<file path="src/rtl/frame_streamer_pkg.sv">
// Shared constants and types for the pixel-stream source and its neighbours.
// Holds frame geometry, pixel/word sizes, the default flush length and mode codes.
// No logic; a width helper is provided for counters sized from parameters.
package frame_streamer_pkg;

    localparam int FRAME_WIDTH          = 640;
    localparam int FRAME_HEIGHT         = 480;
    localparam int PIXEL_SIZE           = 24;
    localparam int WORD_SIZE            = 32;
    localparam int ADDR_WIDTH           = 19;
    // Two full rows plus a little margin drains the row buffers and labeller.
    localparam int FLUSH_CYCLES_DEFAULT = 2 * FRAME_WIDTH + 4;

    typedef enum logic [1:0] {
        MODE_LIVE     = 2'd0,
        MODE_PLAYBACK = 2'd1,
        MODE_TEST     = 2'd2
    } mode_t;

    // Packed RGB pixel: R in the low byte, B in the high byte.
    typedef struct packed {
        logic [7:0] b;
        logic [7:0] g;
        logic [7:0] r;
    } rgb_t;

    // Counter width for values 0..n-1, never narrower than one bit.
    function automatic int cnt_width(input int n);
        return (n > 1) ? $clog2(n) : 1;
    endfunction

endpackage

</file>
<file path="src/rtl/frame_streamer_raster_counter.sv">
// Raster x/y position counter: x fastest, wraps to the next row, stops at the last pixel.
// Latency: position updates on the edge where advance is high; last is combinational.
// Backpressure: none of its own; the owner only asserts advance when a pixel is consumed.
// Ports: clk, reset (async, high), clear (sync zero), advance, x, y, last.
module frame_streamer_raster_counter #(
    parameter int WIDTH  = 640,
    parameter int HEIGHT = 480,
    parameter int XW     = 10,
    parameter int YW     = 9
) (
    input  logic          clk,
    input  logic          reset,
    input  logic          clear,
    input  logic          advance,
    output logic [XW-1:0] x,
    output logic [YW-1:0] y,
    output logic          last
);

    logic row_end;

    assign row_end = (x == XW'(WIDTH - 1));
    assign last    = row_end && (y == YW'(HEIGHT - 1));

    // The final position is sticky: the frame ends there rather than wrapping to (0,0).
    always_ff @(posedge clk or posedge reset) begin
        if (reset) begin
            x <= '0;
            y <= '0;
        end else if (clear) begin
            x <= '0;
            y <= '0;
        end else if (advance && !last) begin
            if (row_end) begin
                x <= '0;
                y <= y + YW'(1);
            end else begin
                x <= x + XW'(1);
            end
        end
    end

endmodule

</file>
<file path="src/rtl/frame_streamer.sv">
// Streams one raster frame from synchronous-read memory as en/x/y/data pixels, then zero padding.
// Latency: first pixel two clocks after start is sampled; one pixel per clock thereafter.
// Backpressure: hold gates en; reads throttle so at most two words are uncommitted (output + skid).
// Ports: clk, reset, start, hold | rd_en, rd_addr, rd_data | en, x, y, data, flushing, busy, done.
module frame_streamer #(
    parameter int FRAME_WIDTH  = frame_streamer_pkg::FRAME_WIDTH,
    parameter int FRAME_HEIGHT = frame_streamer_pkg::FRAME_HEIGHT,
    parameter int ADDR_WIDTH   = frame_streamer_pkg::ADDR_WIDTH,
    parameter int PIXEL_SIZE   = frame_streamer_pkg::PIXEL_SIZE,
    parameter int FLUSH_CYCLES = frame_streamer_pkg::FLUSH_CYCLES_DEFAULT
) (
    input  logic                  clk,
    input  logic                  reset,
    input  logic                  start,
    input  logic                  hold,
    output logic                  rd_en,
    output logic [ADDR_WIDTH-1:0] rd_addr,
    input  logic [PIXEL_SIZE-1:0] rd_data,
    output logic                  en,
    output logic [31:0]           x,
    output logic [31:0]           y,
    output logic [PIXEL_SIZE-1:0] data,
    output logic                  flushing,
    output logic                  busy,
    output logic                  done
);

    import frame_streamer_pkg::*;

    localparam int NPIX = FRAME_WIDTH * FRAME_HEIGHT;
    localparam int IW   = ADDR_WIDTH + 1;
    localparam int XW   = cnt_width(FRAME_WIDTH);
    localparam int YW   = cnt_width(FRAME_HEIGHT);
    localparam int PW   = cnt_width(FLUSH_CYCLES + 1);

    typedef enum logic [1:0] {
        IDLE  = 2'd0,
        READ  = 2'd1,
        FLUSH = 2'd2,
        DONE  = 2'd3
    } state_t;

    state_t                state, state_nxt;
    logic [IW-1:0]         issued;
    logic                  inflight;
    logic                  out_valid, skid_valid;
    logic [PIXEL_SIZE-1:0] out_data, skid_data;
    logic [PW-1:0]         pad_cnt;
    logic                  consume, out_free;
    logic                  last_pix, last_real, last_pad, enter_flush;
    logic [1:0]            occupancy;
    logic [2:0]            pending;
    logic [XW-1:0]         x_cnt;
    logic [YW-1:0]         y_cnt;

    assign en        = out_valid & ~hold;
    assign consume   = en;
    assign out_free  = ~out_valid | consume;
    assign data      = out_data;
    assign rd_addr   = issued[ADDR_WIDTH-1:0];
    assign x         = 32'(x_cnt);
    assign y         = 32'(y_cnt);

    assign last_real = (state == READ) && consume && last_pix;
    assign last_pad  = (state == FLUSH) && consume && (pad_cnt == PW'(1));

    // Words already committed to the two-entry buffer after this edge; a read may only
    // launch when its data is guaranteed a slot on return.
    assign occupancy = 2'(out_valid) + 2'(skid_valid);
    assign pending   = 3'(occupancy) + 3'(inflight) - 3'(consume);
    assign rd_en     = (state == READ) && (issued < IW'(NPIX)) && (pending < 3'd2);

    always_comb begin
        state_nxt = state;
        case (state)
            IDLE:    if (start) state_nxt = READ;
            READ:    if (last_real) state_nxt = (FLUSH_CYCLES == 0) ? DONE : FLUSH;
            FLUSH:   if (last_pad) state_nxt = DONE;
            DONE:    state_nxt = IDLE;
            default: state_nxt = IDLE;
        endcase
    end

    assign enter_flush = (state == READ) && (state_nxt == FLUSH);

    always_ff @(posedge clk or posedge reset) begin
        if (reset) begin
            state <= IDLE;
            busy  <= 1'b0;
            done  <= 1'b0;
        end else begin
            state <= state_nxt;
            busy  <= (state_nxt == READ) || (state_nxt == FLUSH);
            done  <= (state_nxt == DONE);
        end
    end

    always_ff @(posedge clk or posedge reset) begin
        if (reset) begin
            issued   <= '0;
            inflight <= 1'b0;
        end else begin
            inflight <= rd_en;
            if (state == DONE) begin
                issued <= '0;
            end else if (rd_en) begin
                issued <= issued + IW'(1);
            end
        end
    end

    // Output register plus skid. The skid only fills when the output is stalled, so when
    // the output frees up the skid entry is always older than any word just returning.
    always_ff @(posedge clk or posedge reset) begin
        if (reset) begin
            out_valid  <= 1'b0;
            out_data   <= '0;
            skid_valid <= 1'b0;
            skid_data  <= '0;
            flushing   <= 1'b0;
            pad_cnt    <= '0;
        end else if (enter_flush) begin
            // All reads were consumed, so the buffer is empty: present padding.
            out_valid  <= 1'b1;
            out_data   <= '0;
            skid_valid <= 1'b0;
            flushing   <= 1'b1;
            pad_cnt    <= PW'(FLUSH_CYCLES);
        end else if (state == FLUSH) begin
            if (last_pad) begin
                out_valid <= 1'b0;
                flushing  <= 1'b0;
            end else if (consume) begin
                pad_cnt <= pad_cnt - PW'(1);
            end
        end else if (out_free) begin
            if (skid_valid) begin
                out_valid  <= 1'b1;
                out_data   <= skid_data;
                skid_valid <= inflight;
                skid_data  <= rd_data;
            end else if (inflight) begin
                out_valid <= 1'b1;
                out_data  <= rd_data;
            end else begin
                out_valid <= 1'b0;
                out_data  <= '0;
            end
        end else if (inflight) begin
            skid_valid <= 1'b1;
            skid_data  <= rd_data;
        end
    end

    frame_streamer_raster_counter #(
        .WIDTH  (FRAME_WIDTH),
        .HEIGHT (FRAME_HEIGHT),
        .XW     (XW),
        .YW     (YW)
    ) u_raster (
        .clk     (clk),
        .reset   (reset),
        .clear   (state == DONE),
        .advance (consume && (state == READ)),
        .x       (x_cnt),
        .y       (y_cnt),
        .last    (last_pix)
    );

endmodule

</file>
<file path="config.mk">
export PLATFORM = sky130hd
export DESIGN_NAME = frame_streamer
export DESIGN_NICKNAME = d
export VERILOG_FILES = /design/src/rtl/frame_streamer_pkg.sv /design/src/rtl/frame_streamer_raster_counter.sv /design/src/rtl/frame_streamer.sv
export SDC_FILE = /design/constraint.sdc
export NUM_CORES = 1
export LEC_CHECK = 0
export CELL_PAD_IN_SITES_DETAIL_PLACEMENT = 1
export CELL_PAD_IN_SITES_GLOBAL_PLACEMENT = 1
export CORE_MARGIN = 5
export CORE_UTILIZATION = 25
export DETAILED_ROUTE_END_ITERATION = 10
export PLACE_DENSITY_LB_ADDON = 0.1
export REMOVE_ABC_BUFFERS = 1
export SLEW_MARGIN = 20
export SYNTH_ARGS = -nofsm -noshare
export SYNTH_HDL_FRONTEND = slang
export SYNTH_SLANG_ARGS = --single-unit
</file>
<file path="constraint.sdc">
create_clock -name clk -period 4.02 [get_ports clk]
set_input_delay 0.603 -clock clk [delete_from_list [all_inputs] [get_ports clk]]
set_output_delay 0.603 -clock clk [all_outputs]
set_load 0.01 [all_outputs]
</file>
==> results of run 1 <==
## routing by layer
metal  global-route usage  vias up  routed length (um)  share of wire
met2                0.212       85                8100           0.50
met5                    0        -                   0              0
li1                     -     2050                   -              -
met3               0.0195       13                 501          0.031
met1                0.160     2245                7430           0.46
met4               0.0412        0                 245          0.015
## cell families after synthesis
kind of cell / after synthesis / share of synthesized area
AND/OR/NAND/NOR: 189 / 0.194
adder cells (fa/ha/maj): 8 / 0.0171
other: 1 / 0.000642
flip-flops: 106 / 0.454
AO/OA/AOI/OAI: 105 / 0.133
XOR/XNOR: 2 / 0.00300
multiplexers: 38 / 0.0835
buffers and inverters: 104 / 0.114
## sequential cells by signal (all words and copies together) (netlist names)
register / cells
out_valid: 1
skid_data: 24
pad_cnt: 11
skid_valid: 1
state: 2
flushing: 1
u_raster.x: 10
inflight: 1
busy: 1
issued: 20
data: 24
u_raster.y: 9
done: 1
## area by class of cell
| type | instances | area (um^2) | area share |
|---|---|---|---|
| inverters | 13 | 51.3 | 0.00718 |
| clock inverters | 7 | 85.1 | 0.0119 |
| repair buffers | 104 | 1040 | 0.146 |
| multi-input cells | 387 | 2690 | 0.377 |
| well taps | 319 | 399 | 0.0558 |
| flip-flops and latches | 106 | 2650 | 0.371 |
| clock buffers | 9 | 225 | 0.0315 |
## synth_stat cells, types with 2 or more instances
| library cell | count | area [um^2] |
|---|---|---|
| o32ai_1 | 3 | 26.3 |
| nor3_1 | 7 | 35.0 |
| o311ai_0 | 2 | 17.5 |
| o31a_1 | 2 | 17.5 |
| clkbuf_1 | 17 | 63.8 |
| ha_1 | 8 | 100 |
| buf_6 | 4 | 45.0 |
| dfrtp_1 | 106 | 2650 |
| o211a_1 | 2 | 20.0 |
| mux2_2 | 6 | 67.6 |
| a21oi_1 | 18 | 90.1 |
| mux2i_1 | 12 | 120 |
| nand2b_1 | 12 | 75.1 |
| and2_1 | 29 | 181 |
| o21a_1 | 2 | 15.0 |
| and4_1 | 5 | 43.8 |
| and3_1 | 7 | 43.8 |
| mux2_4 | 20 | 300 |
| a31oi_1 | 7 | 43.8 |
| or2_2 | 4 | 25.0 |
| and4bb_2 | 2 | 25.0 |
| nor4_1 | 8 | 50.1 |
| or4_1 | 10 | 75.1 |
| o211ai_1 | 4 | 30.0 |
| buf_4 | 64 | 480 |
| nor4_2 | 2 | 25.0 |
| inv_1 | 12 | 45.0 |
| xor2_1 | 2 | 17.5 |
| o31ai_1 | 14 | 105 |
| a221o_1 | 24 | 240 |
| nand3_1 | 12 | 60.1 |
| or3_1 | 6 | 37.5 |
| o21ai_0 | 16 | 80.1 |
| buf_2 | 6 | 30.0 |
| nor2_1 | 14 | 52.6 |
| nor3b_1 | 2 | 15.0 |
| a41o_1 | 2 | 20.0 |
| a31o_2 | 2 | 17.5 |
| nand4_1 | 13 | 81.3 |
| a211oi_1 | 3 | 22.5 |
| nand2_1 | 43 | 161 |
| nor2b_1 | 2 | 12.5 |
## layout by cell type, fill, tap and decap left out, drive strengths merged, types with 3 or more instances in the layout
cell,count
a211oi,3
a21oi,18
a221o,24
a31oi,7
and2,29
and3,7
and4,5
buf,10
clkbuf,9
clkdlybuf4s50,94
clkinv,3
conb,45
dfrtp,106
ha,8
inv,16
mux2,26
mux2i,12
nand2,44
nand2b,12
nand3,12
nand4,14
nor2,14
nor3,7
nor4,11
o211ai,4
o21ai,16
o31ai,14
o32ai,3
or2,4
or3,6
or4,10
## worst max path at each step
stage,from,to,slack [ps]
floorplan,u_raster.y[0],skid_data[2],620
global placement,hold,rd_en,490
detailed placement,hold,data[12],400
CTS,hold,rd_en,420
global route,hold,rd_en,260
finish,hold,rd_en,430
## metrics by stage
step | power [mW] | util | instances | setup WS, ps
floorplan | 1.13 | - | 506 | 617
global placement | 1.19 | 0.294 | 929 | 490
detailed placement | 1.19 | 0.294 | 929 | 403
CTS | 2.16 | 0.307 | 945 | 422
global route | 2.21 | 0.307 | 945 | 256
finish | 2.12 | 0.307 | 945 | 432
## worst reg2reg max path, delay by kind of cell, from the launching register on
family	cells	cell delay [ps]
AOI/OAI and AO/OA	1	400
adders and majority gates	2	510
buffers and inverters	1	230
DFF	1	500
and+or+nand+nor	7	1610
## power by group
group          switching (mW)  leakage, nW  internal, mW
sequential            0.00424         1.39          1.07
clock                   0.463        0.153         0.497
combinational          0.0572         1.59        0.0350
==> results.md, run 1 <==
* DRT iter0 DRCs at 230
* Final HPWL DP at 11100 um
* Insertion delay to the later sink of the worst-skew pair at 360 ps
* Post-DRT Antenna Nets at 0
* Initial antenna violation count at 0
* Fmax at 279 MHz
* Unrepaired setup endpoints after global routing: no
* Sequential fraction of the synthesis area at 0.454
* Mapped Area at 5850 um^2
* Count of final setup violators at 0
* PortBufs at 94
* Die Y at 163 um
* Ys flop type: dfrtp_1
* Worst relative slew slack at 0.459
* Setup Buffers After CTS at 0
* Crit path depth at 9
* DRC at 0
* GRT Resource Usage Total at 0.124
* Gate Count Post-Synth at 553
* Reg-to-reg startpoint: u_raster.y[0]
* Post-DR vias/cell at 4.65
* Hold_buf cts at 0
* Hold Path Class: flop to flop
* CP max FO at 6
* Avg Cell Area, Syn at 10.6 um^2
* Maximum clock insertion buffer count at 2
* Area Growth Syn to Fin at 22.3%
* WS Path Type: input pin to primary output
* Leak Pwr at 3.13 nW
* Layout Skew at 6.34 ps
* Crit-path slowest cell: clkdlybuf4s50_1
* CTS clk-pin slew, worst paths at 80 ps
* CORE AREA at 23300 um^2
* Number of global-route vias before repair at 4713
* GPL Wtd Cong at 0.754
* Capture point of the worst reg-to-reg path: data[7]
* CP endpoint kind: primary output
* Worst-path cell chain: clkdlybuf4s50_1 -> nand2_2 -> inv_2 -> ha_1 -> nor4b_1 -> nand2_1 -> or2_2 -> inv_1 -> clkdlybuf4s50_1
* Yosys reg bits at 106
* Setup TNS at 0 ps
* WP data arrival at 2980 ps
* Pwr per Cell Area at 297 nW/um^2
* CP startpoint kind: input pin
* Synthesis Warnings at 0
* Final #Nets at 657
* Root buf cell: clkbuf_16
* Slew Viols, Final at 0
* Fin. Hold Viols at 0
* Worst path bufs/invs at 4
* First-pass GRT wire length at 26300 um
* Share of layout cells above drive strength 1 at 0.112
* Slew @ Worst Pin at 812 ps
* Status: complete, no violations
* R2r setup slk at 650 ps
* Min-Delay Endpoint: issued[19]
* Layout Cell Area excl Fill at 7150 um^2
* Number of gates resized after CTS at 0
* Min-delay src: issued[19]
* Row count at 56
* Final min period at 3590 ps
* Antenna diodes at 0
* 1st-pass router iterations at 4
* Placed cell area at 6830 um^2
* Most frequent CP cell: clkdlybuf4s50_1
* I/O pin count at 140
* Largest net degree at the start of global routing at 56
* Hold Slack at 491 ps
* Synth async-reset ratio at 1.00
* # fillers at 2671
* Die W at 163 um
* Gr ovfl total at 0
* CTS sink cnt at 106
* TritonCTS clock tree: yes
* Required @ worst endpoint at 3420 ps
* Vias post-DR at 4393
* Netlist cell types at 59
* WL/cell at 17.2 um
* Final WL at 16300 um
* Die area at 26500 um^2
* Top delay family on crit path: buffers and inverters
* Cts bufs inserted at 9
* Period utilization at 0.892
* # H-tree levels at 3
* Max Cap Violations at 0
* Worst IR Drop VDD at 0.000170 V
* CP peak stage delay at 540 ps
* Post-synth EDFFs at 0
* Worst r2r path cells at 11
* Starting Density at 0.251
* Cells on Worst Hold Path at 1
Power figures use the tool's default switching activity.
==> run 2, diff against run 1 <==
- CAP_MARGIN: unset -> 15
==> results of run 2 <==
Same layout as run 1: the final DEF is identical, and so are final timing and power.
